===== config.mk =====
export PLATFORM = sky130hd
export DESIGN_NAME = mips_cpu_mem_bus
export DESIGN_NICKNAME = d
export VERILOG_FILES = /design/src/rtl/mips_cpu_pkg.sv /design/src/rtl/mips_cpu_lane_align.sv /design/src/rtl/mips_cpu_mem_bus.sv
export SDC_FILE = /design/constraint.sdc
export NUM_CORES = 1
export LEC_CHECK = 0
export BUFFER_PORTS_ARGS = -buffer_cell sky130_fd_sc_hd__buf_2
export CAP_MARGIN = 20
export CORE_ASPECT_RATIO = 1.2
export CORE_MARGIN = 3
export CORE_UTILIZATION = 40
export DETAILED_ROUTE_END_ITERATION = 8
export GPL_TIMING_DRIVEN = 0
export PLACE_DENSITY = 0.65
export SLEW_MARGIN = 20
export SYNTH_ARGS = -nofsm -noshare
export SYNTH_HDL_FRONTEND = slang
export SYNTH_HIERARCHICAL = 1
export SYNTH_SLANG_ARGS = --single-unit

===== constraint.sdc =====
create_clock -name clk -period 5.06 [get_ports clk]
set_clock_uncertainty 0.05 [all_clocks]
set_input_delay 0.759 -clock clk [delete_from_list [all_inputs] [get_ports clk]]
set_output_delay 0.759 -clock clk [all_outputs]
set_load 0.02 [all_outputs]

===== src/rtl/mips_cpu_pkg.sv =====
// Shared types for the multi-cycle CPU memory-side blocks.
// Latency: n/a (types and constants only).
// Backpressure: n/a.
// Contents: mem_size_t (access size encoding), mem_bus_state_t (bus FSM states).
package mips_cpu_pkg;

  // Access size as carried on req_size. Encoding 2'd3 is deliberately absent:
  // it is the illegal size and is flagged as an error by the lane aligner.
  typedef enum logic [1:0] {
    SIZE_BYTE = 2'd0,
    SIZE_HALF = 2'd1,
    SIZE_WORD = 2'd2
  } mem_size_t;

  typedef enum logic [1:0] {
    ST_IDLE = 2'd0,
    ST_BUS  = 2'd1,
    ST_RESP = 2'd2
  } mem_bus_state_t;

endpackage


===== src/rtl/mips_cpu_lane_align.sv =====
// Byte/halfword lane steering for stores and lane extraction plus extension for loads.
// Latency: purely combinational, zero cycles.
// Backpressure: none; outputs follow inputs.
// Ports: st_* = store direction (size, byte offset, right-justified data -> byteenable,
//        lane-shifted data, misalign/illegal flag); ld_* = load direction (size, signed,
//        byte offset, raw readdata -> extended result).
module mips_cpu_lane_align
  import mips_cpu_pkg::*;
(
  input  logic [1:0]  st_size,
  input  logic [1:0]  st_offset,
  input  logic [31:0] st_wdata,
  output logic [3:0]  st_byteenable,
  output logic [31:0] st_wdata_sh,
  output logic        st_misalign,
  input  logic [1:0]  ld_size,
  input  logic        ld_signed,
  input  logic [1:0]  ld_offset,
  input  logic [31:0] ld_rdata,
  output logic [31:0] ld_result
);

  logic [4:0]  st_shamt;
  logic [4:0]  ld_shamt;
  logic [31:0] ld_shift;

  assign st_shamt = {st_offset, 3'b000};
  assign ld_shamt = {ld_offset, 3'b000};
  // Bring the addressed lane down to bit 0; legal words always have offset 0.
  assign ld_shift = ld_rdata >> ld_shamt;

  always_comb begin
    st_byteenable = 4'b0000;
    st_wdata_sh   = 32'h0;
    st_misalign   = 1'b1;
    case (st_size)
      SIZE_BYTE: begin
        st_byteenable = 4'b0001 << st_offset;
        st_wdata_sh   = {24'h0, st_wdata[7:0]} << st_shamt;
        st_misalign   = 1'b0;
      end
      SIZE_HALF: begin
        st_byteenable = 4'b0011 << st_offset;
        st_wdata_sh   = {16'h0, st_wdata[15:0]} << st_shamt;
        st_misalign   = st_offset[0];
      end
      SIZE_WORD: begin
        st_byteenable = 4'b1111;
        st_wdata_sh   = st_wdata;
        st_misalign   = (st_offset != 2'b00);
      end
      default: begin
        // Illegal size: no lanes, flagged as an error.
        st_byteenable = 4'b0000;
        st_wdata_sh   = 32'h0;
        st_misalign   = 1'b1;
      end
    endcase
  end

  always_comb begin
    ld_result = ld_shift;
    case (ld_size)
      SIZE_BYTE: ld_result = {{24{ld_signed & ld_shift[7]}}, ld_shift[7:0]};
      SIZE_HALF: ld_result = {{16{ld_signed & ld_shift[15]}}, ld_shift[15:0]};
      default:   ld_result = ld_shift;
    endcase
  end

endmodule


===== src/rtl/mips_cpu_mem_bus.sv =====
// Runs one load/store request from the controller as an Avalon-MM master transaction.
// Latency: legal request -> resp_valid 2 cycles after acceptance (+1 per waitrequest cycle);
//          illegal request -> resp_valid 1 cycle after acceptance.
// Backpressure: req_ready only in IDLE; Avalon waitrequest stalls in BUS with outputs held.
// Ports: clk/reset (sync, active-high); req_* request handshake from the controller;
//        resp_* one-cycle completion pulse with error flag and extended load data;
//        address/read/write/byteenable/writedata/waitrequest/readdata Avalon-MM master side.
module mips_cpu_mem_bus
  import mips_cpu_pkg::*;
#(
  parameter int ADDR_W = 32
) (
  input  logic              clk,
  input  logic              reset,
  input  logic              req_valid,
  output logic              req_ready,
  input  logic              req_write,
  input  logic [1:0]        req_size,
  input  logic              req_signed,
  input  logic [ADDR_W-1:0] req_addr,
  input  logic [31:0]       req_wdata,
  output logic              resp_valid,
  output logic              resp_err,
  output logic [31:0]       resp_rdata,
  output logic [ADDR_W-1:0] address,
  output logic              read,
  output logic              write,
  output logic [3:0]        byteenable,
  output logic [31:0]       writedata,
  input  logic              waitrequest,
  input  logic [31:0]       readdata
);

  mem_bus_state_t    state_q, state_d;
  logic [ADDR_W-1:0] address_q, address_d;
  logic              read_q, read_d;
  logic              write_q, write_d;
  logic [3:0]        byteenable_q, byteenable_d;
  logic [31:0]       writedata_q, writedata_d;
  logic [1:0]        size_q, size_d;
  logic              signed_q, signed_d;
  logic [1:0]        offset_q, offset_d;
  logic              resp_valid_q, resp_valid_d;
  logic              resp_err_q, resp_err_d;
  logic [31:0]       resp_rdata_q, resp_rdata_d;

  logic [3:0]        st_be;
  logic [31:0]       st_wdata;
  logic              st_misalign;
  logic [31:0]       ld_result;

  // Store side works on the live request (registered at acceptance); load side works
  // on the fields captured at acceptance and the live readdata at the completing edge.
  mips_cpu_lane_align u_lane_align (
    .st_size       (req_size),
    .st_offset     (req_addr[1:0]),
    .st_wdata      (req_wdata),
    .st_byteenable (st_be),
    .st_wdata_sh   (st_wdata),
    .st_misalign   (st_misalign),
    .ld_size       (size_q),
    .ld_signed     (signed_q),
    .ld_offset     (offset_q),
    .ld_rdata      (readdata),
    .ld_result     (ld_result)
  );

  always_comb begin
    state_d      = state_q;
    address_d    = address_q;
    read_d       = read_q;
    write_d      = write_q;
    byteenable_d = byteenable_q;
    writedata_d  = writedata_q;
    size_d       = size_q;
    signed_d     = signed_q;
    offset_d     = offset_q;
    resp_valid_d = 1'b0;
    resp_err_d   = 1'b0;
    resp_rdata_d = resp_rdata_q;

    case (state_q)
      ST_IDLE: begin
        if (req_valid) begin
          if (st_misalign) begin
            // Error path skips the bus entirely.
            state_d      = ST_RESP;
            resp_valid_d = 1'b1;
            resp_err_d   = 1'b1;
            resp_rdata_d = 32'h0;
          end else begin
            state_d      = ST_BUS;
            address_d    = {req_addr[ADDR_W-1:2], 2'b00};
            read_d       = ~req_write;
            write_d      = req_write;
            byteenable_d = st_be;
            writedata_d  = st_wdata;
            size_d       = req_size;
            signed_d     = req_signed;
            offset_d     = req_addr[1:0];
          end
        end
      end
      ST_BUS: begin
        if (!waitrequest) begin
          state_d      = ST_RESP;
          read_d       = 1'b0;
          write_d      = 1'b0;
          resp_valid_d = 1'b1;
          resp_rdata_d = read_q ? ld_result : 32'h0;
        end
      end
      ST_RESP: begin
        state_d = ST_IDLE;
      end
      default: begin
        state_d = ST_IDLE;
        read_d  = 1'b0;
        write_d = 1'b0;
      end
    endcase
  end

  always_ff @(posedge clk) begin
    if (reset) begin
      state_q      <= ST_IDLE;
      address_q    <= '0;
      read_q       <= 1'b0;
      write_q      <= 1'b0;
      byteenable_q <= 4'b0000;
      writedata_q  <= 32'h0;
      size_q       <= 2'b00;
      signed_q     <= 1'b0;
      offset_q     <= 2'b00;
      resp_valid_q <= 1'b0;
      resp_err_q   <= 1'b0;
      resp_rdata_q <= 32'h0;
    end else begin
      state_q      <= state_d;
      address_q    <= address_d;
      read_q       <= read_d;
      write_q      <= write_d;
      byteenable_q <= byteenable_d;
      writedata_q  <= writedata_d;
      size_q       <= size_d;
      signed_q     <= signed_d;
      offset_q     <= offset_d;
      resp_valid_q <= resp_valid_d;
      resp_err_q   <= resp_err_d;
      resp_rdata_q <= resp_rdata_d;
    end
  end

  assign req_ready  = (state_q == ST_IDLE);
  assign resp_valid = resp_valid_q;
  assign resp_err   = resp_err_q;
  assign resp_rdata = resp_rdata_q;
  assign address    = address_q;
  assign read       = read_q;
  assign write      = write_q;
  assign byteenable = byteenable_q;
  assign writedata  = writedata_q;

endmodule


### Word level (Yosys, flattened, before mapping)

Cells that the tools add are included.
W data, S select, Z words.

* equal/unequal tests: 9
* bitwise gates (word level): 6
* reduce and logical (&&, ||, !) cells: 10
* mux-type cells: 24
* shift operators: 5

Operators by type and width (count)
* $mux W32: 4
* $pmux W32 S2: 2
* $pmux W32 S3: 1
* $shl A16 B5 Y32: 1
* $shl A8 B5 Y32: 1
* $shr A32 B5 Y32: 1
* $pmux W4 S3: 1
* $pmux W1 S3: 3
* $mux W1: 8
* $reduce_and A4 Y1: 2
* $eq A2 B1 Y1 const B: 3
* $logic_not A2 Y1: 3
* $mux W2: 3
* $ne A2 B2 Y1 const B: 3
* $eq A2 B2 Y1 const B: 2
* $not A1 Y1: 4
* $pmux W2 S2: 1
* $reduce_bool A2 Y1: 2
* $shl A1 B2 Y4 const A: 1
* $shl A2 B2 Y4 const A: 1
* $reduce_and A3 Y1: 1
* $and A1 B1 Y1: 2
* $ne A2 B1 Y1 const B: 1
* $pmux W1 S2: 1
* 2 further kinds: 2

* register bits: 109

### Logic depth before layout (Yosys ltp)

Gate-level depths: netlist of the first run.

* word-level depth: 6
* mapped depth: 9

### Modules after synthesis

Netlist of the first run, hierarchy kept.

Modules (own cells, without submodules)
* mips_cpu_mem_bus: cells an instance 478, area an instance 4048.9 um^2, times used 1, sequential area each 2182.1 um^2
* mips_cpu_lane_align: cells an instance 210, area an instance 1265.0 um^2, times used 1, sequential area each 0.0 um^2

### Worst setup path after synthesis of the first run

No wires, ideal clock.

* path kind: input port to flip-flop
* start point: input port req_addr[0]
* end point: register byteenable_q[3] (netlist: byteenable[3])
* slack: 2611 ps
* stages: 9
* required time: 4878 ps
* data arrival time: 2267 ps
* setup time: 132 ps
* path through: buf_2 -> clkbuf_1 -> a21oi_1 -> nor2_1 -> or4b_4 -> buf_2 -> buf_2 -> nand2_1 -> a21oi_1

* word-level cells in the longest chain between the ends: 4
* elaborated cells between the ends (all ways): 7

RTL lines
* start: declaration: line mips_cpu_mem_bus.sv:20 `input logic [ADDR_W-1:0] req_addr,`
* $reduce_bool A2 Y1: line mips_cpu_lane_align.sv:50 `st_misalign = (st_offset != 2'b00);`
* $pmux W1 S3 (*): line mips_cpu_lane_align.sv:36 `case (st_size)`
* named net st_misalign: line mips_cpu_mem_bus.sv:49 `logic st_misalign;`
* $not A1 Y1 (no source line) (*)
* $reduce_and A3 Y1 (no source line) (*)
* end signal: assignment: line mips_cpu_mem_bus.sv:143 `byteenable_q <= byteenable_d;`
* end: declaration: line mips_cpu_mem_bus.sv:38 `logic [3:0] byteenable_q, byteenable_d;`

Mark *: on every way through the listed nets, which the timed path passes. The rest lies on a longest branch.
A chain may end at the register's enable or synchronous reset.

### Worst setup path after layout of the first run

* start point: input port req_addr[0]
* end point: register writedata_q[7] (netlist: writedata[7])

* word-level cells in the longest chain between the ends: 4
* elaborated cells between the ends (all ways): 7

RTL lines
* $reduce_bool A2 Y1: line mips_cpu_lane_align.sv:50
* $pmux W1 S3 (*): line mips_cpu_lane_align.sv:36
* named net st_misalign: line mips_cpu_mem_bus.sv:49
* $not A1 Y1 (no source line) (*)
* $reduce_and A3 Y1 (no source line) (*)
* end signal: assignment: line mips_cpu_mem_bus.sv:144 `writedata_q <= writedata_d;`
* end: declaration: line mips_cpu_mem_bus.sv:39 `logic [31:0] writedata_q, writedata_d;`

Marked as above.

==> results of run 1 <==
-- sequential cells by signal, indices dropped and copies added, names as in the netlist --
register and count:
resp_valid 1, resp_rdata 32, state_q 2, resp_err 1, write 1, size_q 2, byteenable 4, read 1
writedata 32, signed_q 1, address 30, offset_q 2
-- worst max path at each step --
stage           startpoint            end  slack, ns
2_1_floorplan  req_addr[0]  byteenable[3]       2.61
3_3_place_gp   req_addr[0]   writedata[9]       1.93
3_5_place_dp   req_addr[0]   writedata[7]       1.90
4_1_cts        req_addr[0]   writedata[7]       2.27
5_1_grt        req_addr[0]   writedata[8]       2.11
6_report       req_addr[0]   writedata[7]       2.33
-- power by group through the flow --
| stage | Clock, µW | Sequential [µW] | Combinational, µW |
|---|---|---|---|
| after floorplan | 0 | 946 | 187 |
| after global placement | 0 | 916 | 344 |
| after detailed placement | 0 | 918 | 344 |
| after CTS | 737 | 897 | 346 |
| after global routing | 775 | 901 | 379 |
| final | 723 | 897 | 345 |
-- metrics by stage --
stage                     total power (µW)  setup WS (ns)  hold slack [ns]
final                                 1965          2.332           0.4037
after global routing                  2055          2.106           0.4228
after CTS                             1980          2.273           0.4052
after detailed placement              1262          1.900           0.3932
after global placement                1260          1.928           0.3892
after floorplan                       1133          2.611           0.3991
-- layout by cell type (no fill, tap or decap), types with 2 or more instances in the layout --
master	instances
sky130_fd_sc_hd__nor2_1	21
sky130_fd_sc_hd__nand2_1	220
sky130_fd_sc_hd__conb_1	2
sky130_fd_sc_hd__nor2b_1	18
sky130_fd_sc_hd__mux2_2	7
sky130_fd_sc_hd__buf_4	4
sky130_fd_sc_hd__buf_6	3
sky130_fd_sc_hd__o21ai_0	30
sky130_fd_sc_hd__a2111o_1	2
sky130_fd_sc_hd__nand4_1	2
sky130_fd_sc_hd__nand2_2	2
sky130_fd_sc_hd__nor3_1	2
sky130_fd_sc_hd__clkbuf_16	9
sky130_fd_sc_hd__clkinv_8	2
sky130_fd_sc_hd__nand2b_4	2
sky130_fd_sc_hd__dfxtp_1	109
sky130_fd_sc_hd__a221oi_1	7
sky130_fd_sc_hd__a22oi_1	14
sky130_fd_sc_hd__mux2i_1	44
sky130_fd_sc_hd__buf_2	237
sky130_fd_sc_hd__a22o_1	2
sky130_fd_sc_hd__nand3b_1	2
sky130_fd_sc_hd__clkbuf_1	19
sky130_fd_sc_hd__inv_8	2
sky130_fd_sc_hd__o21ai_2	2
sky130_fd_sc_hd__a211oi_1	7
sky130_fd_sc_hd__nand2b_1	34
sky130_fd_sc_hd__inv_1	3
sky130_fd_sc_hd__a21oi_1	85
-- logic make-up after synthesis --
group,after synthesis,share of synthesized area
mux,51,0.09772
compound gates,154,0.1721
other cells,1,0.0007057
simple gates,312,0.2614
flops,109,0.4106
buf+inv,61,0.05745
-- final cells by class --
type                       instances  area [µm²]
multi-input combinational        519        2830
timing repair buffer             206        1031
clock inverter                     7       77.57
tap                              164       205.2
inverter                           4       15.01
clock buffer                       9       225.2
buffer                            57       290.3
fill                            1316        5981
sequential                       109        2182
-- Yosys cell counts --
library cell                 n
sky130_fd_sc_hd__a22o_1      2
sky130_fd_sc_hd__nand4_1     2
sky130_fd_sc_hd__nor4bb_1    1
sky130_fd_sc_hd__mux2_2      7
sky130_fd_sc_hd__clkinv_1    1
sky130_fd_sc_hd__clkbuf_1   19
sky130_fd_sc_hd__o21bai_1    1
sky130_fd_sc_hd__and4b_1     1
sky130_fd_sc_hd__nor3_1      2
sky130_fd_sc_hd__a211oi_1    7
sky130_fd_sc_hd__inv_1       3
sky130_fd_sc_hd__mux2i_1    44
sky130_fd_sc_hd__nor2_1     21
sky130_fd_sc_hd__conb_1      1
sky130_fd_sc_hd__or2_0       1
sky130_fd_sc_hd__nand3b_1    2
sky130_fd_sc_hd__buf_4       4
sky130_fd_sc_hd__buf_2      31
sky130_fd_sc_hd__nor2b_1    18
sky130_fd_sc_hd__a311oi_2    1
sky130_fd_sc_hd__and2_1      1
sky130_fd_sc_hd__a31oi_4     1
sky130_fd_sc_hd__or2_2       1
sky130_fd_sc_hd__o21ai_0    30
sky130_fd_sc_hd__nor2_2      1
sky130_fd_sc_hd__dfxtp_1   109
sky130_fd_sc_hd__a21oi_1    85
sky130_fd_sc_hd__nand2b_1   34
sky130_fd_sc_hd__a2111o_1    2
sky130_fd_sc_hd__a221oi_1    7
sky130_fd_sc_hd__nor4b_2     1
sky130_fd_sc_hd__o21ai_2     2
sky130_fd_sc_hd__buf_6       3
sky130_fd_sc_hd__a31oi_1     1
sky130_fd_sc_hd__nor3b_1     1
sky130_fd_sc_hd__nand2_2     2
sky130_fd_sc_hd__o211ai_2    1
sky130_fd_sc_hd__a22oi_1    14
sky130_fd_sc_hd__or4b_4      1
sky130_fd_sc_hd__nand2_1   220
sky130_fd_sc_hd__nand2b_4    2
-- routing by layer --
metal  vias to the layer above  part of all wire  global-route usage
li1                       2736                 -                   -
met1                      2419              0.40              0.2547
met2                       219              0.49              0.3820
met3                        21             0.091             0.07071
met4                         0             0.016             0.06491
met5                         -                 0                   0
-- tightest hold or removal path, stage by stage, from the launching register on --
cell and delay [ns]:
sky130_fd_sc_hd__dfxtp_1 0.31, sky130_fd_sc_hd__nand2_1 0.05, sky130_fd_sc_hd__a21oi_1 0.05
==> run summary, run 1 <==
status = finished clean
library cell with the largest summed area after synthesis = sky130_fd_sc_hd__dfxtp_1
overflow left after global routing = 0
share of Yosys cell area claimed by the top area cell type = 0.4106
slew margin rel. = 0.3985
reg-to-reg slack, setup = 3.09 ns
Total Nets Final = 1010
final std cells w/o fill = 1075
path type of the worst setup path = in -> reg
wire length of the first global-routing pass = 26010 µm
height of the die = 132.3 µm
Critical Path Max Stage Delay = 0.76 ns
reg2reg start = state_q[0]
required time of the worst setup path = 5.30 ns
Antenna Diode Count = 0
reported leakage power = 0.003130 µW
number of failing hold endpoints at the final stage = 0
destination of the worst hold path = address[16]
Slowest-stage cell, CP = sky130_fd_sc_hd__nor4b_2
HPWL Detailed = 12790 µm
Worst path most repeated cell = sky130_fd_sc_hd__buf_2
time the final worst path needs with I/O delays and setup = 2.728 ns
crit start category = input port
synthesized cell area = 5314 µm²
overall global routing resource usage = 0.2185
input/output buffers = 206
kind of path behind the tightest hold check = reg -> reg
max-slew violation total from the final report = 0
detailed router's first-iteration violation count = 297
starting density of the core = 0.4139
gate count of the mapped netlist = 688
die footprint = 14710 µm²
f_max = 366.6 MHz
clock-pin transition on the worst setup and hold timing paths = 0.08 ns
Die Wd = 111.2 µm
core area = 12840 µm²
post-cts hold buffer count = 0
Buffers & Inverters on Critical Path = 4
fraction of layout instances using a drive strength above 1 = 0.3074
proportion of power drawn by flip-flops and latches = 0.457
Post CTS Setup Buffer Count = 0
sinks on the clock net = 109
total net switching power = 595.7 µW
count of yosys warnings during synthesis = 6
wirelength, routed = 16570 µm
count of maximum capacitance violations = 0
depth of the worst register-to-register path = 5
post-detailed-route via-to-cell ratio = 5.019
first-pass detailed-route iteration total = 6
transition at the pin with the smallest max-transition slack = 0.8999 ns
pin count of the biggest net entering global routing = 22
mean cell area of the mapped netlist = 7.724 µm²
maximum VDD drop = 155.2 µV
number of nets still failing antenna checks after routing = 0
global placer's final weighted congestion = 0.8729
biggest area contributors in the synthesized netlist = sky130_fd_sc_hd__dfxtp_1, sky130_fd_sc_hd__nand2_1, sky130_fd_sc_hd__mux2i_1
detailed-route via count = 5395
Num CTS Buffers = 9
critical path cell sequence = buf_2 -> buf_2 -> clkbuf_1 -> nor3_1 -> nor2_1 -> nor4b_2 -> buf_2 -> nand2_1 -> a21oi_1
clock insertion delay at the later pin of the skew report = 0.36 ns
family with the most delay on the worst path = simple AND/OR/NAND/NOR gates
layout overhead on the synthesized area = 29.03%
antenna violations before repair = 0
distinct cell type count of the synthesized netlist = 41
FP Rows = 45
setup repair after global routing missed its margin = false
setup_tns = 0 ns
Net Sw Frac = 0.3032
maximum level of the CTS H-tree = 3
Wirelength per Cell = 15.41 µm
Worst Hold Depth = 2
total of flip-flops plus latches after synthesis = 109
placement-stage cell area = 6554 µm²
Crit Path Max Fanout = 10
CTS-repair resized insts = 0
part of the power in the clock network = 0.368
fraction of the cycle the final worst path needs = 0.5391
CTS tree = done
Setup crit end kind = flop
DRC violations left = 0
number of placed instances, taps included = 1059
Data arrival, critical path = 2.97 ns
share of total power in combinational logic = 0.176
Worst Hold Launch = address[16]
via count of the first global-routing pass = 5162
final core area utilization = 0.5341
post-synthesis sequential area ratio = 0.4106
endpoint of the most critical register-to-register path = writedata[7]
count of cell instances traversed by the critical path = 9
Internal Power = 1369 µW
power density normalized to cell area = 286.6 nW/µm²
root buffer selected by CTS = sky130_fd_sc_hd__clkbuf_16
I/O pin total = 209
Non-Filler Cell Area, Final = 6857 µm²
count of final setup violators = 0
buffer levels on the longest clock path = 2
Note: power is estimated with default switching activity, not from simulation.
==> run 2: changes to the inputs <==
--- a/config.mk
+++ b/config.mk
@@ -12,7 +12,7 @@
 export CORE_UTILIZATION = 40
 export DETAILED_ROUTE_END_ITERATION = 8
 export GPL_TIMING_DRIVEN = 0
-export PLACE_DENSITY = 0.65
+export PLACE_DENSITY = 0.67
 export SLEW_MARGIN = 20
 export SYNTH_ARGS = -nofsm -noshare
 export SYNTH_HDL_FRONTEND = slang
==> constraint.sdc (replaced) <==
create_clock -name clk -period 2.4 [get_ports clk]
set_clock_uncertainty 0.05 [all_clocks]
set_input_delay 0.36 -clock clk [delete_from_list [all_inputs] [get_ports clk]]
set_output_delay 0.36 -clock clk [all_outputs]
set_load 0.02 [all_outputs]
==> run 2 against run 1 <==
  * Cell count did not move
  * Clock power up 110%
  * Worst setup slack worse by 2.1 ns
  * Critical path depth increased by 1
  * Non-clock buffer count unchanged
  * Cell area grew 0.33%
  * Sequential share of layout area fell by 0.10 points
==> run summary, run 2 (synthesis gave the netlist of run 1 again) <==
status = finished clean
input/output buffers = 206
Slowest-stage cell, CP = sky130_fd_sc_hd__clkbuf_1
fraction of layout instances using a drive strength above 1 = 0.3085
detailed-route via count = 5446
antenna violations before repair = 2
Data arrival, critical path = 2.41 ns
height of the die = 132.3 µm
Num CTS Buffers = 9
fraction of the cycle the final worst path needs = 0.9133
power density normalized to cell area = 603.4 nW/µm²
layout overhead on the synthesized area = 29.46%
crit start category = input port
final worst setup slack = 0.2080 ns
via count of the first global-routing pass = 5260
Wirelength per Cell = 15.24 µm
Fillers = 1324
post-cts hold buffer count = 0
Setup crit end kind = flop
slew margin rel. = 0.5755
Power Total = 4151 µW
first-pass detailed-route iteration total = 4
HPWL Detailed = 12740 µm
maximum VDD drop = 324.2 µV
die footprint = 14710 µm²
Antenna Diode Count = 0
pin count of the biggest net entering global routing = 23
DRC violations left = 0
setup repair after global routing missed its margin = false
Crit Path Max Fanout = 10
post-detailed-route via-to-cell ratio = 5.066
multi-input combinational cell area = 2841 µm²
sinks on the clock net = 109
buffer levels on the longest clock path = 2
kind of path behind the tightest hold check = in -> reg
maximum level of the CTS H-tree = 3
number of nets still failing antenna checks after routing = 0
I/O pin total = 209
family with the most delay on the worst path = buffers and inverters
Die Wd = 111.2 µm
detailed router's first-iteration violation count = 384
clock-pin transition on the worst setup and hold timing paths = 0.09 ns
starting density of the core = 0.4139
f_max = 456.2 MHz
time the final worst path needs with I/O delays and setup = 2.192 ns
count of final setup violators = 0
Critical Path Max Stage Delay = 0.40 ns
root buffer selected by CTS = sky130_fd_sc_hd__clkbuf_16
final core area utilization = 0.5359
CTS tree = done
reported leakage power = 0.003138 µW
path type of the worst setup path = in -> reg
required time of the worst setup path = 2.62 ns
most common cell after layout, fill and taps aside = sky130_fd_sc_hd__buf_2
Post CTS Setup Buffer Count = 0
Buffers & Inverters on Critical Path = 5
number of failing hold endpoints at the final stage = 0
max-slew violation total from the final report = 0
clock insertion delay at the later pin of the skew report = 0.35 ns
pre-CTS setup slack = -0.3994 ns
wirelength, routed = 16390 µm
FP Rows = 45
critical path cell sequence = buf_2 -> buf_2 -> clkbuf_1 -> a21oi_1 -> nor2_2 -> or4b_4 -> buf_2 -> buf_2 -> nand2_1 -> a21oi_1
area taken by flip-flops and latches = 2182 µm²
transition at the pin with the smallest max-transition slack = 0.6345 ns
Total Nets Final = 1010
count of maximum capacitance violations = 0
core area = 12840 µm²
wire length of the first global-routing pass = 26430 µm
overflow left after global routing = 0
Worst path most repeated cell = sky130_fd_sc_hd__buf_2
commonest non-fill, non-tap cells in the layout = sky130_fd_sc_hd__buf_2, sky130_fd_sc_hd__nand2_1, sky130_fd_sc_hd__dfxtp_1
global placer's final weighted congestion = 0.8726
overall global routing resource usage = 0.2186
==> run 2: final timing paths <==
| check | startpoint | endpoint | slack, ns | depth (start not counted) |
|---|---|---|---|---|
| worst min-delay path | req_addr[11] | address[11] | 0.18 | 3 |
| worst max register to register | state_q[0] | writedata[11] | 0.60 | 6 |
| worst min register to register | address[30] | address[30] | 0.40 | 2 |
| worst max-delay path | req_addr[0] | writedata[11] | 0.21 | 10 |
==> run 2: final cells by class <==
| class | count | share of cell area |
|---|---|---|
| Clock buffer | 9 | 0.03274 |
| Clock inverter | 7 | 0.01291 |
| Tap cell | 164 | 0.02983 |
| Inverter | 4 | 0.002183 |
| Buffer | 57 | 0.04220 |
| Multi-Input combinational cell | 519 | 0.4131 |
| Sequential cell | 109 | 0.3172 |
| Timing Repair Buffer | 206 | 0.1499 |
==> run 2: metal layers <==
metal / track usage / wire length, µm / up-vias
li1: - / - / 2740
met1: 0.2627 / 6680 / 2457
met2: 0.3682 / 7793 / 215
met3: 0.07163 / 1518 / 30
met4: 0.07235 / 376 / 4
met5: 0 / 15 / -
==> run 2: per-stage QoR <==
step                      hold WS (ns)  TNS, ns  cells  instance area (µm²)
after global placement          0.3896   -22.01   1059                 6554
after detailed placement        0.3941   -24.65   1059                 6554
after global routing            0.1828        0   1075                 6879
after floorplan                 0.3991        0    689                 5318
final                           0.1824        0   1075                 6879
after CTS                       0.1727        0   1075                 6877
==> run 2: report_power, final <==
group / leakage, µW / internal (µW) / switching [µW]
clock network: 0.000152 / 751 / 778
logic: 0.00210 / 284 / 447
registers: 0.000883 / 1860 / 28.5
total: 0.00314 / 2900 / 1250
==> run 2: worst register-to-register path, delay by kind of cell (launching register included) <==
| family | cells | cell delay [ns] |
|---|---|---|
| and+or+nand+nor | 2 | 0.65 |
| buffers and inverters | 3 | 0.61 |
| DFF | 1 | 0.30 |
| AOI/OAI and AO/OA | 1 | 0.06 |
==> run 2: timing repair <==
| action | 4_1_cts | 5_1_grt |
|---|---|---|
| endpoints found under the hold margin | 0 | 0 |
| setup endpoints to repair | 9 | 56 |
| resized for setup | 1 | 1 |
